<file path="config.mk">
export PLATFORM = sky130hd
export DESIGN_NAME = seg_cathode_driver
export DESIGN_NICKNAME = d
export VERILOG_FILES = /design/src/rtl/seg_cathode_driver.sv
export SDC_FILE = /design/constraint.sdc
export NUM_CORES = 1
export LEC_CHECK = 0
export CORE_MARGIN = 2
export CORE_UTILIZATION = 40
export CTS_CLUSTER_SIZE = 30
export DETAILED_ROUTE_END_ITERATION = 8
export PLACE_DENSITY_LB_ADDON = 0.12
export SYNTH_ARGS = -nofsm -noshare
export SYNTH_HDL_FRONTEND = slang
export SYNTH_SLANG_ARGS = --single-unit
</file>
<file path="constraint.sdc">
create_clock -name Clk -period 2.98 [get_ports Clk]
set_clock_uncertainty 0.15 [all_clocks]
set_input_delay 0.596 -clock Clk [delete_from_list [all_inputs] [get_ports Clk]]
set_output_delay 0.596 -clock Clk [all_outputs]
set_load 0.01 [all_outputs]
</file>
<file path="src/rtl/seg_cathode_driver.sv">
// Cathode driver for a 4-digit multiplexed 7-segment display: synchronises the
// anode select, latches the value once per frame and blanks around digit changes.
module seg_cathode_driver #(
    parameter int unsigned BLANK_CYCLES = 16
) (
    input  logic        Clk,
    input  logic        Reset,
    input  logic [7:0]  anode,
    input  logic [15:0] value,
    input  logic [3:0]  dp_in,
    input  logic        lz_blank_en,
    output logic [7:0]  cathode,
    output logic        frame_start,
    output logic        anode_err
);

    localparam logic [7:0] BLANK_LOAD = 8'(BLANK_CYCLES);

    logic [7:0]  sync1_q, sync1_d;
    logic [7:0]  a_s_q, a_s_d;
    logic [7:0]  a_prev_q, a_prev_d;
    logic [7:0]  cnt_q, cnt_d;
    logic [15:0] shadow_val_q, shadow_val_d;
    logic [3:0]  shadow_dp_q, shadow_dp_d;
    logic [1:0]  sel_q, sel_d;
    logic        valid_q, valid_d;
    logic [7:0]  cathode_q, cathode_d;
    logic        frame_start_q, frame_start_d;
    logic        anode_err_q, anode_err_d;

    logic        change;
    logic        legal;
    logic [1:0]  idx;
    logic [3:0]  nibble;
    logic [6:0]  seg_raw;
    logic [7:0]  seg;
    logic [3:0]  lz_mask;

    // Digit k is a leading zero when every nibble from 3 down to k is zero.
    assign lz_mask[0] = 1'b0;
    for (genvar gi = 1; gi < 4; gi++) begin : g_lz
        assign lz_mask[gi] = ~|shadow_val_q[15:4*gi];
    end

    always_comb begin
        change = (a_s_q != a_prev_q);
        legal  = 1'b1;
        idx    = 2'd0;
        case (a_s_q)
            8'hFE:   idx = 2'd0;
            8'hFD:   idx = 2'd1;
            8'hFB:   idx = 2'd2;
            8'hF7:   idx = 2'd3;
            default: legal = 1'b0;
        endcase
    end

    always_comb begin
        nibble  = shadow_val_q[{sel_q, 2'b00} +: 4];
        seg_raw = 7'h7F;
        case (nibble)
            4'h0: seg_raw = 7'h40;
            4'h1: seg_raw = 7'h79;
            4'h2: seg_raw = 7'h24;
            4'h3: seg_raw = 7'h30;
            4'h4: seg_raw = 7'h19;
            4'h5: seg_raw = 7'h12;
            4'h6: seg_raw = 7'h02;
            4'h7: seg_raw = 7'h78;
            4'h8: seg_raw = 7'h00;
            4'h9: seg_raw = 7'h10;
            4'hA: seg_raw = 7'h08;
            4'hB: seg_raw = 7'h03;
            4'hC: seg_raw = 7'h46;
            4'hD: seg_raw = 7'h21;
            4'hE: seg_raw = 7'h06;
            4'hF: seg_raw = 7'h0E;
            default: seg_raw = 7'h7F;
        endcase
        if (lz_blank_en && lz_mask[sel_q]) begin
            seg_raw = 7'h7F;
        end
        seg = {~shadow_dp_q[sel_q], seg_raw};
    end

    always_comb begin
        sync1_d       = anode;
        a_s_d         = sync1_q;
        a_prev_d      = a_s_q;
        cnt_d         = (cnt_q != 8'd0) ? cnt_q - 8'd1 : 8'd0;
        shadow_val_d  = shadow_val_q;
        shadow_dp_d   = shadow_dp_q;
        sel_d         = sel_q;
        valid_d       = valid_q;
        frame_start_d = 1'b0;
        anode_err_d   = anode_err_q | (!legal && (a_s_q != 8'hFF));

        if (change) begin
            if (legal) begin
                cnt_d   = BLANK_LOAD;
                sel_d   = idx;
                valid_d = 1'b1;
                if (idx == 2'd0) begin
                    shadow_val_d  = value;
                    shadow_dp_d   = dp_in;
                    frame_start_d = 1'b1;
                end
            end else begin
                valid_d = 1'b0;
            end
        end

        // Segment lookup uses the settled selection; any change forces blank first.
        cathode_d = (cnt_d != 8'd0 || !valid_d) ? 8'hFF : seg;
    end

    always_ff @(posedge Clk or posedge Reset) begin
        if (Reset) begin
            sync1_q       <= 8'hFF;
            a_s_q         <= 8'hFF;
            a_prev_q      <= 8'hFF;
            cnt_q         <= 8'd0;
            shadow_val_q  <= 16'd0;
            shadow_dp_q   <= 4'd0;
            sel_q         <= 2'd0;
            valid_q       <= 1'b0;
            cathode_q     <= 8'hFF;
            frame_start_q <= 1'b0;
            anode_err_q   <= 1'b0;
        end else begin
            sync1_q       <= sync1_d;
            a_s_q         <= a_s_d;
            a_prev_q      <= a_prev_d;
            cnt_q         <= cnt_d;
            shadow_val_q  <= shadow_val_d;
            shadow_dp_q   <= shadow_dp_d;
            sel_q         <= sel_d;
            valid_q       <= valid_d;
            cathode_q     <= cathode_d;
            frame_start_q <= frame_start_d;
            anode_err_q   <= anode_err_d;
        end
    end

    assign cathode     = cathode_q;
    assign frame_start = frame_start_q;
    assign anode_err   = anode_err_q;

endmodule
</file>
==> metrics.md <==
| Metric | Value |
|---|---|
| Status | `finished, final reports clean` |
| Worst endpoint data arrival time | `2.27 ns` |
| FFs w/ async S/R, synth | `1.00` |
| Sequential fraction of the synthesis area | `0.580` |
| First-pass DRT Iterations | `4` |
| Hold_sp | `a_s_d[7]` |
| Final Wtd Congestion | `0.767` |
| Design Area, Final | `0.00353 mm²` |
| TNS Setup | `0 ns` |
| Hold crit path type | `flop to flop` |
| Post-synthesis cell count | `217` |
| Period utilization | `0.740` |
| Startpoint Class | `flop` |
| Ys Warns | `0` |
| Grt ovf | `0` |
| Critical Path End Type | `flop` |
| RR Startpoint | `a_prev_d[0]` |
| Post-DP Area | `roughly 0.0034 mm²` |
| WS Path Type | `flop to flop` |
| Post-CTS setup buffer count | `0` |
| Worst Max-Slew Pin Slew | `0.679 ns` |
| Final min period | `2.20 ns` |
| VDD IR max | `0.000251 V` |
| Port bufs | `40` |
| Post-synth top flop | `dfrtp_1` |
| Core area | `0.00687 mm²` |
| DRT antenna net count | `0` |
| Vias per cell | `just under 5` |
| Critical Path Max Stage Delay | `approximately 0.66 ns` |
| Initial Util | `0.419` |
| Final setup fails | `0` |
| Fraction of layout cells with a size suffix above 1 | `0.295` |
| Reg2reg setup slack | `around 0.78 ns` |
| I/O pin count | `41` |
| CTS Root Cell | `clkbuf_8` |
| Antenna violations before repair | `0` |
| Die Wd | `88.8 µm` |
| Largest net degree at the start of global routing | `33` |
| # clock sinks | `65` |
| Cts bufs inserted | `9` |
| FP Rows | `30` |
| Finished Core Util | `0.514` |
| Syn Nets | `around 260` |
| Cell Area, Synth | `0.00288 mm²` |
| Layout Nets | `302` |
| Required time of the critical path | `between 3 and 4 ns` |
| Critical path fanouts, max | `21` |
| P_int | `between 1000 and 1500 µW` |
| Worst Hold Depth | `0` |
| WL final | `between 4000 and 5000 µm` |
| Critical path, cell by cell | `xnor2_2 -> nand4_1 -> o21ai_2 -> nor4b_4 -> buf_4 -> mux2_1` |
| Post-route DRC | `0` |
| Die area | `0.00788 mm²` |
| Worst setup path end | `shadow_dp_q[1]` |
| Logic pwr share | `0.177` |
| Chip height | `between 80 and 90 µm` |
| Final Hold Fails | `0` |
| Worst Reg-to-Reg Cells | `6` |
| Dpl cells | `between 300 and 400` |
| EDFF count, synth | `0` |
| Crit. Startpoint | `a_prev_d[0]` |
| Clk pwr share | `0.306` |
| GRT Resource Usage Total | `0.143` |
| H-tree levels | `3` |
| Sequential Power Share | `0.517` |
| CTS tree | `yes` |
| Post-Syn Area per Cell | `13.3 µm²` |
| P_sw | `592 µW` |
| DR vias | `around 1800` |
| Power Dens Cells | `between 500 and 600 mW/mm²` |
| Area leader, netlist | `dfstp_2` |
| Slew Viols, Final | `0` |
| Worst skew pair latency | `0.34 ns` |
| Slew margin rel. | `0.546` |
| Yosys top cell area share | `0.292` |
| WL per Instance | `13.5 µm` |
| Fillers | `around 600` |
| Final Non-Filler Cells | `364` |
| # diodes | `0` |
| Synth-to-Final Area Change | `22.8%` |
| Post_cts resized | `0` |
| Post-DP HPWL | `approximately 3400 µm` |
| Max Freq | `454 MHz` |
| First-pass GRT wire length | `8240 µm` |
| Initial detailed-routing violation count | `72` |
| Clk buf depth | `2` |
| Sw frac | `0.283` |
| Most frequent cells in the layout | `clkdlybuf4s50_1, dfrtp_1, dfstp_2` |
| #FFs+latches synth | `65` |
| Total of max-cap violations | `0` |
| Unrepaired setup endpoints after global routing | `false` |
| Dominant cells by area after synthesis | `dfstp_2, dfrtp_1, mux2_2, mux4_2, ha_1` |
| RR Endpoint | `shadow_dp_q[1]` |
| Hold buffer count at cts | `0` |
| Vias in the first global route | `1683` |
| CTS clk-pin slew, worst paths | `roughly 0.070 ns` |
| Leak Pwr | `0.00145 µW` |
| Critical-path top delay cell | `dfstp_2` |
| Commonest non-fill, non-tap cell in the layout | `clkdlybuf4s50_1` |
| Yosys cell types | `40` |
| Total power | `2090 µW` |
==> metrics by stage <==
step           setup slack [ns]  hold WS, ns
2_1_floorplan             0.661        0.195
3_3_place_gp              0.764        0.196
3_5_place_dp              0.752        0.197
4_1_cts                   0.745        0.207
5_1_grt                   0.621        0.209
6_report                  0.776        0.201
==> Yosys cell counts (2+ instances only) <==
cell and count:
dfrtp_1 33, buf_6 4, nand4_1 5, nand2_1 15
xnor2_2 2, nand2b_1 2, o211ai_1 3, nand3_1 10
buf_2 2, nor2_1 13, o31ai_1 2, nor4_1 5
ha_1 8, xnor2_1 11, mux2_2 18, inv_1 9
nor2b_1 2, mux4_2 5, mux2_1 3, xor2_1 2
dfstp_2 32, a21oi_1 5, o221ai_1 4, o21ai_0 6
==> layer usage <==
metal  GRT usage  wire [µm]
met1       0.201       2420
met2       0.197       2160
met3      0.0336        202
met4      0.0909        114
met5           0          0
==> flip-flops by register name (all words and copies together) (netlist names) <==
name	count
shadow_val_q	16
a_s_d	8
shadow_dp_q	4
a_prev_d	8
valid_q	1
sel_q	2
anode_err	1
frame_start	1
cnt_q	8
a_prev_q	8
cathode	8
==> cell families (layout without fill, tap and decap cells) <==
kind of cell	after synthesis	after routing	synth area share
flip-flops	65	65	0.580
AND/OR/NAND/NOR	60	60	0.110
multiplexers	27	27	0.125
AO/OA/AOI/OAI	25	25	0.0648
buffers and inverters	17	68	0.0348
XOR/XNOR	15	15	0.0509
adder cells (fa/ha/maj)	8	8	0.0348
==> worst min-delay path by stage <==
stage,end
after floorplan,a_prev_d[0]
after global placement,a_prev_d[2]
after detailed placement,a_prev_d[1]
after CTS,a_prev_d[1]
after global routing,a_prev_d[7]
final,a_prev_d[7]
==> power by group through the flow <==
stage	clock network (µW)	registers, µW	logic, µW
2_1_floorplan	0	1070	286
3_3_place_gp	0	1100	366
3_5_place_dp	0	1090	371
4_1_cts	670	1080	375
5_1_grt	710	1100	422
6_report	640	1080	371
==> area by class of cell <==
cell class	count	area [µm²]	share of cell area
Inverter	9	33.8	0.00957
Clock inverter	3	17.5	0.00496
Clock buffer	13	149	0.0422
Sequential cell	65	1670	0.472
Tap cell	96	120	0.0340
Multi-Input combinational cell	135	1110	0.314
Timing Repair Buffer	43	435	0.123
==> critical path, delay by kind of cell (launching register included) <==
family / cells / cell delay, ns
buffers and inverters: 1 / 0.31
muxes: 1 / 0.36
AOI/OAI and AO/OA: 1 / 0.11
DFF: 1 / 0.66
and+or+nand+nor: 2 / 0.39
xor gates and xnor gates: 1 / 0.09
(Power assumes the default switching activity.)
